--- config.mk ---
export PLATFORM = sky130hd
export DESIGN_NAME = rr_select_ctrl_flat
export DESIGN_NICKNAME = d
export VERILOG_FILES = /design/src/rtl/rr_select_ctrl_if.sv /design/src/rtl/rr_select_ctrl.sv /design/src/flat_wrapper.sv
export SDC_FILE = /design/constraint.sdc
export NUM_CORES = 1
export LEC_CHECK = 0
export ABC_AREA = 1
export BUFFER_PORTS_ARGS = -buffer_cell sky130_fd_sc_hd__buf_2
export CORE_ASPECT_RATIO = 0.6
export CORE_UTILIZATION = 30
export DETAILED_ROUTE_END_ITERATION = 6
export GPL_ROUTABILITY_DRIVEN = 0
export RECOVER_POWER = 50
export SKIP_LAST_GASP = 1
export SYNTH_ARGS = -nofsm -noshare
export SYNTH_HDL_FRONTEND = slang
export SYNTH_SLANG_ARGS = --single-unit
--- constraint.sdc ---
create_clock -name CLK -period 1.28 [get_ports CLK]
set_input_delay 0.192 -clock CLK [delete_from_list [all_inputs] [get_ports CLK]]
set_output_delay 0.192 -clock CLK [all_outputs]
set_load 0.05 [all_outputs]
--- src/rtl/rr_select_ctrl_if.sv ---
// -----------------------------------------------------------------------------
// rr_select_ctrl_if
// Bundles the select path (REQ in, S/GNT out) and the captured-data path
// (Y in, DOUT/DVALID out, DREADY in) of the round-robin select controller.
//
// Parameter:
//   n       - data width, must equal the 4x1 mux width
// Signals:
//   REQ     - per-channel request, bit0 = A ... bit3 = D
//   Y       - mux output, combinational from mux inputs and S
//   S       - registered mux select (00=A .. 11=D)
//   GNT     - registered one-hot grant matching S, 0000 when idle
//   DOUT    - captured data word
//   DVALID  - DOUT holds an unconsumed word
//   DREADY  - downstream accepts DOUT when DVALID & DREADY
// Modports:
//   master  - the controller side
//   slave   - the requesters / mux / downstream side
// -----------------------------------------------------------------------------
interface rr_select_ctrl_if #(
  parameter int n = 4
);
  logic [3:0]   REQ;
  logic [n-1:0] Y;
  logic [1:0]   S;
  logic [3:0]   GNT;
  logic [n-1:0] DOUT;
  logic         DVALID;
  logic         DREADY;

  modport master (
    input  REQ, Y, DREADY,
    output S, GNT, DOUT, DVALID
  );

  modport slave (
    output REQ, Y, DREADY,
    input  S, GNT, DOUT, DVALID
  );
endinterface

--- src/rtl/rr_select_ctrl.sv ---
// -----------------------------------------------------------------------------
// rr_select_ctrl
// Round-robin select controller and capture register for a 4-channel n-bit
// mux. A grant loads S/GNT, the following edge captures Y into DOUT once S has
// been stable for a full cycle, and the word is then held under DVALID until
// DREADY takes it.
//
// Ports:
//   CLK     - sole clock, rising edge
//   RST     - synchronous active-high reset
//   io_bus  - rr_select_ctrl_if.master (REQ, Y, DREADY in; S, GNT, DOUT,
//             DVALID out, all outputs registered)
//
// Configuration macro:
//   RR_SELECT_FIXED_PRI_EN - when defined, arbitration is fixed priority
//                            A > B > C > D; LAST is still tracked but unused.
//                            Undefined (default) gives round-robin.
// -----------------------------------------------------------------------------
module rr_select_ctrl #(
  parameter int n = 4
) (
  input  logic              CLK,
  input  logic              RST,
  rr_select_ctrl_if.master  io_bus
);

  typedef enum logic [1:0] {
    ST_IDLE   = 2'b00,
    ST_SAMPLE = 2'b01,
    ST_OUT    = 2'b10
  } state_t;

  state_t       r_state;
  state_t       w_state_nxt;
  logic [1:0]   r_s;
  logic [1:0]   w_s_nxt;
  logic [1:0]   r_last;
  logic [1:0]   w_last_nxt;
  logic [3:0]   r_gnt;
  logic [3:0]   w_gnt_nxt;
  logic [n-1:0] r_dout;
  logic [n-1:0] w_dout_nxt;
  logic         r_dvalid;
  logic         w_dvalid_nxt;
  logic [2:0]   w_pick;

  // Returns {found, index}. The loop walks from lowest to highest priority so
  // the last hit wins.
  function automatic logic [2:0] f_pick(input logic [3:0] req, input logic [1:0] last);
    logic [2:0] res;
    logic [1:0] idx;
    res = 3'b000;
    idx = 2'b00;
`ifdef RR_SELECT_FIXED_PRI_EN
    for (int i = 3; i >= 0; i--) begin
      idx = 2'(i);
      if (req[idx]) begin
        res = {1'b1, idx};
      end
    end
`else
    // Offsets 4..1 from LAST; offset 4 wraps back onto LAST itself.
    for (int i = 3; i >= 0; i--) begin
      idx = last + 2'(i + 1);
      if (req[idx]) begin
        res = {1'b1, idx};
      end
    end
`endif
    return res;
  endfunction

  function automatic logic [3:0] f_onehot(input logic [1:0] idx);
    return 4'b0001 << idx;
  endfunction

  assign w_pick = f_pick(io_bus.REQ, r_last);

  // Next-state and next-output decode for the IDLE/SAMPLE/OUT controller.
  always_comb begin
    w_state_nxt  = r_state;
    w_s_nxt      = r_s;
    w_gnt_nxt    = r_gnt;
    w_dout_nxt   = r_dout;
    w_dvalid_nxt = r_dvalid;
    w_last_nxt   = r_last;
    case (r_state)
      ST_IDLE: begin
        if (w_pick[2]) begin
          w_s_nxt     = w_pick[1:0];
          w_gnt_nxt   = f_onehot(w_pick[1:0]);
          w_state_nxt = ST_SAMPLE;
        end else begin
          w_state_nxt = ST_IDLE;
        end
      end
      ST_SAMPLE: begin
        // S has been stable for the whole cycle, so Y is settled here.
        w_dout_nxt   = io_bus.Y;
        w_dvalid_nxt = 1'b1;
        w_last_nxt   = r_s;
        w_state_nxt  = ST_OUT;
      end
      ST_OUT: begin
        if (io_bus.DREADY) begin
          w_dvalid_nxt = 1'b0;
          w_gnt_nxt    = 4'b0000;
          w_state_nxt  = ST_IDLE;
        end else begin
          w_state_nxt  = ST_OUT;
        end
      end
      default: begin
        w_state_nxt = ST_IDLE;
      end
    endcase
  end

  // State and output registers; RST discards any in-flight word.
  always_ff @(posedge CLK) begin
    if (RST) begin
      r_state  <= ST_IDLE;
      r_s      <= 2'b00;
      r_gnt    <= 4'b0000;
      r_dout   <= '0;
      r_dvalid <= 1'b0;
      r_last   <= 2'b11;
    end else begin
      r_state  <= w_state_nxt;
      r_s      <= w_s_nxt;
      r_gnt    <= w_gnt_nxt;
      r_dout   <= w_dout_nxt;
      r_dvalid <= w_dvalid_nxt;
      r_last   <= w_last_nxt;
    end
  end

  assign io_bus.S      = r_s;
  assign io_bus.GNT    = r_gnt;
  assign io_bus.DOUT   = r_dout;
  assign io_bus.DVALID = r_dvalid;

endmodule

--- src/flat_wrapper.sv ---
// flat-port wrapper written by rule: the top's interface ports become plain ports
module rr_select_ctrl_flat 
#(
  parameter int n = 4
)
  (CLK, RST, io_bus_REQ, io_bus_Y, io_bus_DREADY, io_bus_S, io_bus_GNT, io_bus_DOUT, io_bus_DVALID);
  rr_select_ctrl_if #(.n(n)) io_bus_i ();
  input  logic CLK;
  input  logic RST;
  input wire logic [$bits(io_bus_i.REQ)-1:0] io_bus_REQ;
  input wire logic [$bits(io_bus_i.Y)-1:0] io_bus_Y;
  input wire logic [$bits(io_bus_i.DREADY)-1:0] io_bus_DREADY;
  output wire logic [$bits(io_bus_i.S)-1:0] io_bus_S;
  output wire logic [$bits(io_bus_i.GNT)-1:0] io_bus_GNT;
  output wire logic [$bits(io_bus_i.DOUT)-1:0] io_bus_DOUT;
  output wire logic [$bits(io_bus_i.DVALID)-1:0] io_bus_DVALID;
  assign io_bus_i.REQ = io_bus_REQ;
  assign io_bus_i.Y = io_bus_Y;
  assign io_bus_i.DREADY = io_bus_DREADY;
  assign io_bus_S = io_bus_i.S;
  assign io_bus_GNT = io_bus_i.GNT;
  assign io_bus_DOUT = io_bus_i.DOUT;
  assign io_bus_DVALID = io_bus_i.DVALID;
  rr_select_ctrl #(.n(n)) u_core (.CLK(CLK), .RST(RST), .io_bus(io_bus_i));
endmodule
==> results.py, run 1 <==
metrics = {
    "die": {
        "die_x_um": 71.1,
        "io_pins": 22,
        "die-area_mm2": 0.00309,
        "core_area_mm2": 0.00261,
        "initial_core_util": 0.329,
        "fp.dieH_um": 43.4,
        "num_rows": 14,
    },
    "global_route": {
        "antenna_found_initial": 0,
        "grt_pass1_wl_mm": 3.21,
        "grt_overflow": 0,
        "grt_pass1_vias": 729,
        "grt_max_degree": 10,
        "track_usage": 0.137,
    },
    "clock_tree": {
        "clk_latency_ns": 0.25,
        "clk_pin_slew_ns": 0.06,
        "cts-root-buf": "clkbuf_8",
        "htreeDepth": 1,
        "cts_buffer_depth": 2,
        "cts-buffers-inserted": 3,
        "cts_tree": "yes",
        "clock_sinks": 15,
        "holdBufCountCts": 0,
    },
    "critical_path": {
        "cp_data_required_time_ns": 1.42,
        "arrival_ns": 1.51,
        "crit_type": "reg -> reg",
        "cp_max_fo": 8,
        "crit_path_end_kind": "flop",
        "start_kind": "flop",
    },
    "timing": {
        "setup_slack_ns": -0.0849,
        "timing.final.crit_share": 1.07,
        "finalHoldViolations": 0,
        "slew_violations": 0,
        "rsz0062_at_grt": "yes",
        "whs_ns": 0.163,
        "setup_violations": 6,
        "finalSetupTns_ns": -0.386,
        "max_clock_freq_mhz": 733,
        "finClkSkew_ns": 0.00112,
        "period_needed_ns": 1.36,
        "slew_headroom": 0.794,
        "tightest_slew_ns": 0.308,
    },
    "detailed_routing": {
        "drt_iter0_markers": 53,
        "met1Wirelength_mm": 1.05,
        "first_pass_iters": 6,
        "wl_met3_um": 97,
        "vias": 854,
        "antenna_left": 0,
        "drt-vias-per-instance": 4.67,
        "drc_errors": 0,
        "dr_wl_met2_um": 801,
        "top_layer": "met4",
        "wl_per_cell_um": 10.7,
        "routed_wl_mm": 1.96,
    },
    "logic_synthesis": {
        "ys_warn_count": 0,
        "synth.yosys.seq_area_share": 0.350,
        "ys_types": 19,
        "postSynthAreaPerCell_um2": 7.15,
        "ys_ff_latch": 15,
        "syn-num-nets": 131,
        "syn_inst": 120,
        "syn-cell-area_um2": 858,
    },
    "placed_design": {
        "hpwl_mm": 1.51,
        "io_buffers": 21,
        "place_ws_ns": -0.101,
    },
    "final_layout": {
        "antenna_cells": 0,
        "drive_gt1_frac": 0.430,
        "fillers": 277,
        "post-route-util": 0.440,
        "layout_common_cells": "nand2_1, nand2_2, nand3_1",
        "syn2layout_area_growth_pct": 33.7,
        "final_net_count": 163,
        "layout_commonest_cell": "nand2_1",
    },
    "pwr": {
        "total_power_mw": 1.90,
        "peakVddDrop_mv": 0.665,
        "powerDensity_mw_per_mm2": 1650,
        "p_leak_nw": 0.607,
    },
    "run": {
        "drv_cap": 0,
    },
    "hold_path": {
        "min_path_type": "in -> reg",
    },
    "status": {
        "outcome": "finished with violations",
        "violations": "setup timing",
    },
}
==> kinds of logic (layout without fill, tap and decap cells) <==
kind of cell | Yosys count | in the layout | share of synthesized area
buffers and inverters | 19 | 50 | 0.101
AOI/OAI and AO/OA | 16 | 16 | 0.111
DFF | 15 | 15 | 0.350
and+or+nand+nor | 70 | 70 | 0.439
==> metrics by stage <==
stage	cell area [µm²]	cells
CTS	1130	183
global route	1150	183
floorplan	858	120
detailed placement	1040	176
finish	1150	183
global placement	1040	176
==> repair_timing <==
item                                    in CTS  in global routing
gates resized for setup                      7                  7
endpoints found under the setup margin       6                  6
pin swaps                                    6                  1
setup buffers                                3                  0
hold endpoints to repair                     0                  0
==> sequential cells by signal (all words and copies together) (netlist names) <==
name,count
u_core.io_bus.DOUT,4
u_core.io_bus.GNT,4
u_core.io_bus.S,2
u_core.r_last,2
u_core.r_state,2
u_core.io_bus.DVALID,1
==> worst max-delay path: stages (launching register included) <==
cell and delay [ns]:
dfxtp_2 0.34, buf_12 0.14, inv_12 0.05, nand2_4 0.06, nand2_2 0.06, nand2_4 0.08, nor2_2 0.05, nor3_4 0.25
nand2_1 0.09, o211ai_1 0.08, inv_1 0.06
==> routing by layer <==
layer | vias to the layer above | track usage
li1 | 450 | -
met1 | 377 | 0.195
met2 | 23 | 0.192
met3 | 4 | 0.0558
met4 | 0 | 0.0360
met5 | - | 0
==> cells in the mapped netlist <==
library cell	n	area, µm²
o21ai_0	4	20.0
nor2_1	11	41.3
inv_2	1	3.75
nand4_4	1	21.3
dfxtp_1	15	300
a21oi_1	7	35.0
clkbuf_1	1	3.75
nor2_2	1	6.26
nand2_1	25	93.8
buf_6	1	11.3
nand3_1	17	85.1
o211ai_2	1	12.5
o21ai_1	1	5.00
inv_8	1	11.3
nor3_4	1	16.3
inv_1	15	56.3
nand2_2	9	56.3
o211ai_1	3	22.5
nand2_4	5	56.3
==> final timing paths <==
kind | start | slack, ns | cells past startpoint | endpoint
max | u_core.r_last[0] | -0.08 | 10 | u_core.io_bus.S[0]
max reg2reg | u_core.r_last[0] | -0.08 | 10 | u_core.io_bus.S[0]
min | io_bus_Y[3] | 0.16 | 3 | u_core.io_bus.DOUT[3]
min reg2reg | u_core.io_bus.DVALID | 0.46 | 2 | u_core.io_bus.DVALID
==> area by class of cell <==
class | instances | area, µm² | area share
Timing Repair Buffer | 29 | 178 | 0.155
Inverter | 17 | 76.3 | 0.0665
Tap cell | 32 | 40.0 | 0.0349
Clock inverter | 1 | 5.00 | 0.00436
Sequential cell | 15 | 303 | 0.264
Multi-Input combinational cell | 86 | 504 | 0.439
Clock buffer | 3 | 41.3 | 0.0360
==> where the power goes <==
part | internal [mW] | switching [mW] | total, mW
Sequential | 0.550 | 0.0566 | 0.607
Combinational | 0.295 | 0.613 | 0.908
Clock | 0.216 | 0.167 | 0.382
Total | 1.06 | 0.836 | 1.90
Power figures use the tool's default switching activity.
==> run 2, diff against run 1 <==
- CORE_ASPECT_RATIO: 0.6 -> unset
- CTS_CLUSTER_SIZE: unset -> 10
==> run 2 against run 1 <==
Against the previous run: the run still ends with setup timing left; combinational power rose by 3.4%; clock-buffer cell count did not move; power fell by 3.9%; highest routed layer is now met3.
==> results.py, run 2 (same netlist as run 1, synthesis figures left out) <==
metrics = {
    "timing": {
        "max_clock_freq_mhz": 716,
        "rsz0062_at_grt": "yes",
        "setup_slack_ns": -0.116,
        "setup_violations": 7,
        "finalHoldViolations": 0,
        "period_needed_ns": 1.40,
        "tightest_slew_ns": 0.300,
        "slew_headroom": 0.799,
        "finClkSkew_ns": 0.0101,
        "slew_violations": 0,
        "timing.final.crit_share": 1.09,
    },
    "global_route": {
        "antenna_found_initial": 0,
        "grt_max_degree": 10,
        "met3_usage": 0.0211,
        "track_usage": 0.115,
        "grt-busiest-layer": "met2",
        "grt_pass1_wl_mm": 2.93,
        "grt_overflow": 0,
        "grt_pass1_vias": 734,
        "met1_usage": 0.131,
        "gr-usage-met2": 0.217,
    },
    "die": {
        "die_x_um": 55.5,
        "num_rows": 19,
        "fp.dieH_um": 55.5,
        "initial_core_util": 0.314,
        "io_pins": 22,
        "core_area_mm2": 0.00273,
        "die-area_mm2": 0.00308,
    },
    "detailed_routing": {
        "vias": 861,
        "drc_errors": 0,
        "first_pass_iters": 4,
        "antenna_left": 0,
        "routed_wl_mm": 1.85,
        "drt_iter0_markers": 28,
        "drt-vias-per-instance": 4.70,
        "wl_per_cell_um": 10.1,
    },
    "status": {
        "outcome": "finished with violations",
        "violations": "setup timing",
    },
    "critical_path": {
        "start_kind": "flop",
        "cp_data_required_time_ns": 1.50,
        "r2r-start": "u_core.r_last[0]",
        "rr_worst_depth": 9,
        "rr_endpoint": "u_core.io_bus.S[1]",
        "cp_max_fo": 8,
        "arrival_ns": 1.62,
        "crit_path_end_kind": "flop",
        "crit_type": "reg -> reg",
        "startpoint": "u_core.r_last[0]",
        "rrSetupSlack_ns": -0.12,
    },
    "final_layout": {
        "layout_commonest_cell": "nand2_1",
        "syn2layout_area_growth_pct": 37.0,
        "layout_common_cells": "nand2_1, buf_2, nand2_2",
        "final_net_count": 164,
        "antenna_cells": 0,
        "fillers": 271,
        "drive_gt1_frac": 0.454,
    },
    "pwr": {
        "powerDensity_mw_per_mm2": 1550,
        "p_switching_uw": 839,
        "clkPwrFrac": 0.144,
        "total_power_mw": 1.82,
        "netSwitchingFraction": 0.460,
        "seqPwrFrac": 0.341,
        "peakVddDrop_mv": 0.896,
        "p_leak_nw": 0.587,
        "pwr-share-comb": 0.515,
        "cellInternalPower_uw": 984,
    },
    "hold_path": {
        "whs_endpoint": "u_core.io_bus.DOUT[3]",
        "hold_depth": 3,
        "worstHoldStart": "io_bus_Y[3]",
        "min_path_type": "in -> reg",
    },
    "clock_tree": {
        "cts-buffers-inserted": 3,
        "clk_latency_ns": 0.28,
        "htreeDepth": 1,
        "cts_tree": "yes",
        "clock_sinks": 15,
        "cts_buffer_depth": 2,
        "clk_pin_slew_ns": 0.09,
        "cts-root-buf": "clkbuf_4",
    },
    "placed_design": {
        "hpwl_mm": 1.42,
        "place_ws_ns": -0.122,
        "io_buffers": 21,
    },
    "run": {
        "drv_cap": 0,
    },
}
run 2: changes by cell type in the layout (fill, tap and decap cells not counted), sizes merged:
cell / delta
buf: +4
clkbuf: -3
run 2: layout make-up:
cell class | instances | area (µm²) | area share
clock buffer | 3 | 22.5 | 0.0191
clock inverter | 1 | 5.00 | 0.00426
inverter | 17 | 76.3 | 0.0649
multi-input combinational | 86 | 556 | 0.472
sequential | 15 | 305 | 0.260
tap | 31 | 38.8 | 0.0330
timing repair buffer | 30 | 173 | 0.147
run 2: timing repair:
| action | CTS | global route |
|---|---|---|
| setup endpoints to repair | 7 | 7 |
| setup buffers | 3 | 2 |
| pin swaps | 3 | 8 |
| resized for setup | 10 | 15 |
| hold buffers | 0 | 0 |
run 2: worst max path at each step:
stage               cells past startpoint              endpoint  slack (ns)
floorplan                              10    u_core.io_bus.S[0]        0.03
global placement                       12  u_core.io_bus.GNT[1]       -0.07
detailed placement                      8  u_core.io_bus.GNT[2]       -0.12
CTS                                     9    u_core.io_bus.S[1]       -0.11
global route                           11    u_core.io_bus.S[1]       -0.25
finish                                  9    u_core.io_bus.S[1]       -0.12
run 2: critical path: stages (launching register included):
cell,delay (ns)
dfxtp_4,0.46
inv_12,0.08
nand2_8,0.07
nand2_4,0.05
nand2_4,0.09
nor2_4,0.05
nor3_4,0.24
buf_6,0.15
o21ai_2,0.04
a21oi_1,0.11
run 2: metrics by stage:
step	util	instances	cell area, µm²	hold WS [ns]	TNS [ns]
CTS	0.412	182	1130	0.118	-0.618
global placement	0.379	175	1040	0.414	-0.317
floorplan	-	120	858	0.327	0
finish	0.430	183	1180	0.128	-0.616
global route	0.430	183	1180	0.117	-1.29
detailed placement	0.379	175	1040	0.421	-0.543
run 2: metal layers:
metal,wire (µm),part of all wire
met1,820,0.44
met2,971,0.52
met3,62,0.033
met4,0,0
met5,0,0
run 2: power by group through the flow:
stage | Combinational [mW] | Clock [mW] | Sequential (mW)
finish | 0.939 | 0.262 | 0.623
global route | 1.02 | 0.288 | 0.634
CTS | 0.909 | 0.276 | 0.600
detailed placement | 0.841 | 0 | 0.609
global placement | 0.831 | 0 | 0.609
floorplan | 0.431 | 0 | 0.816
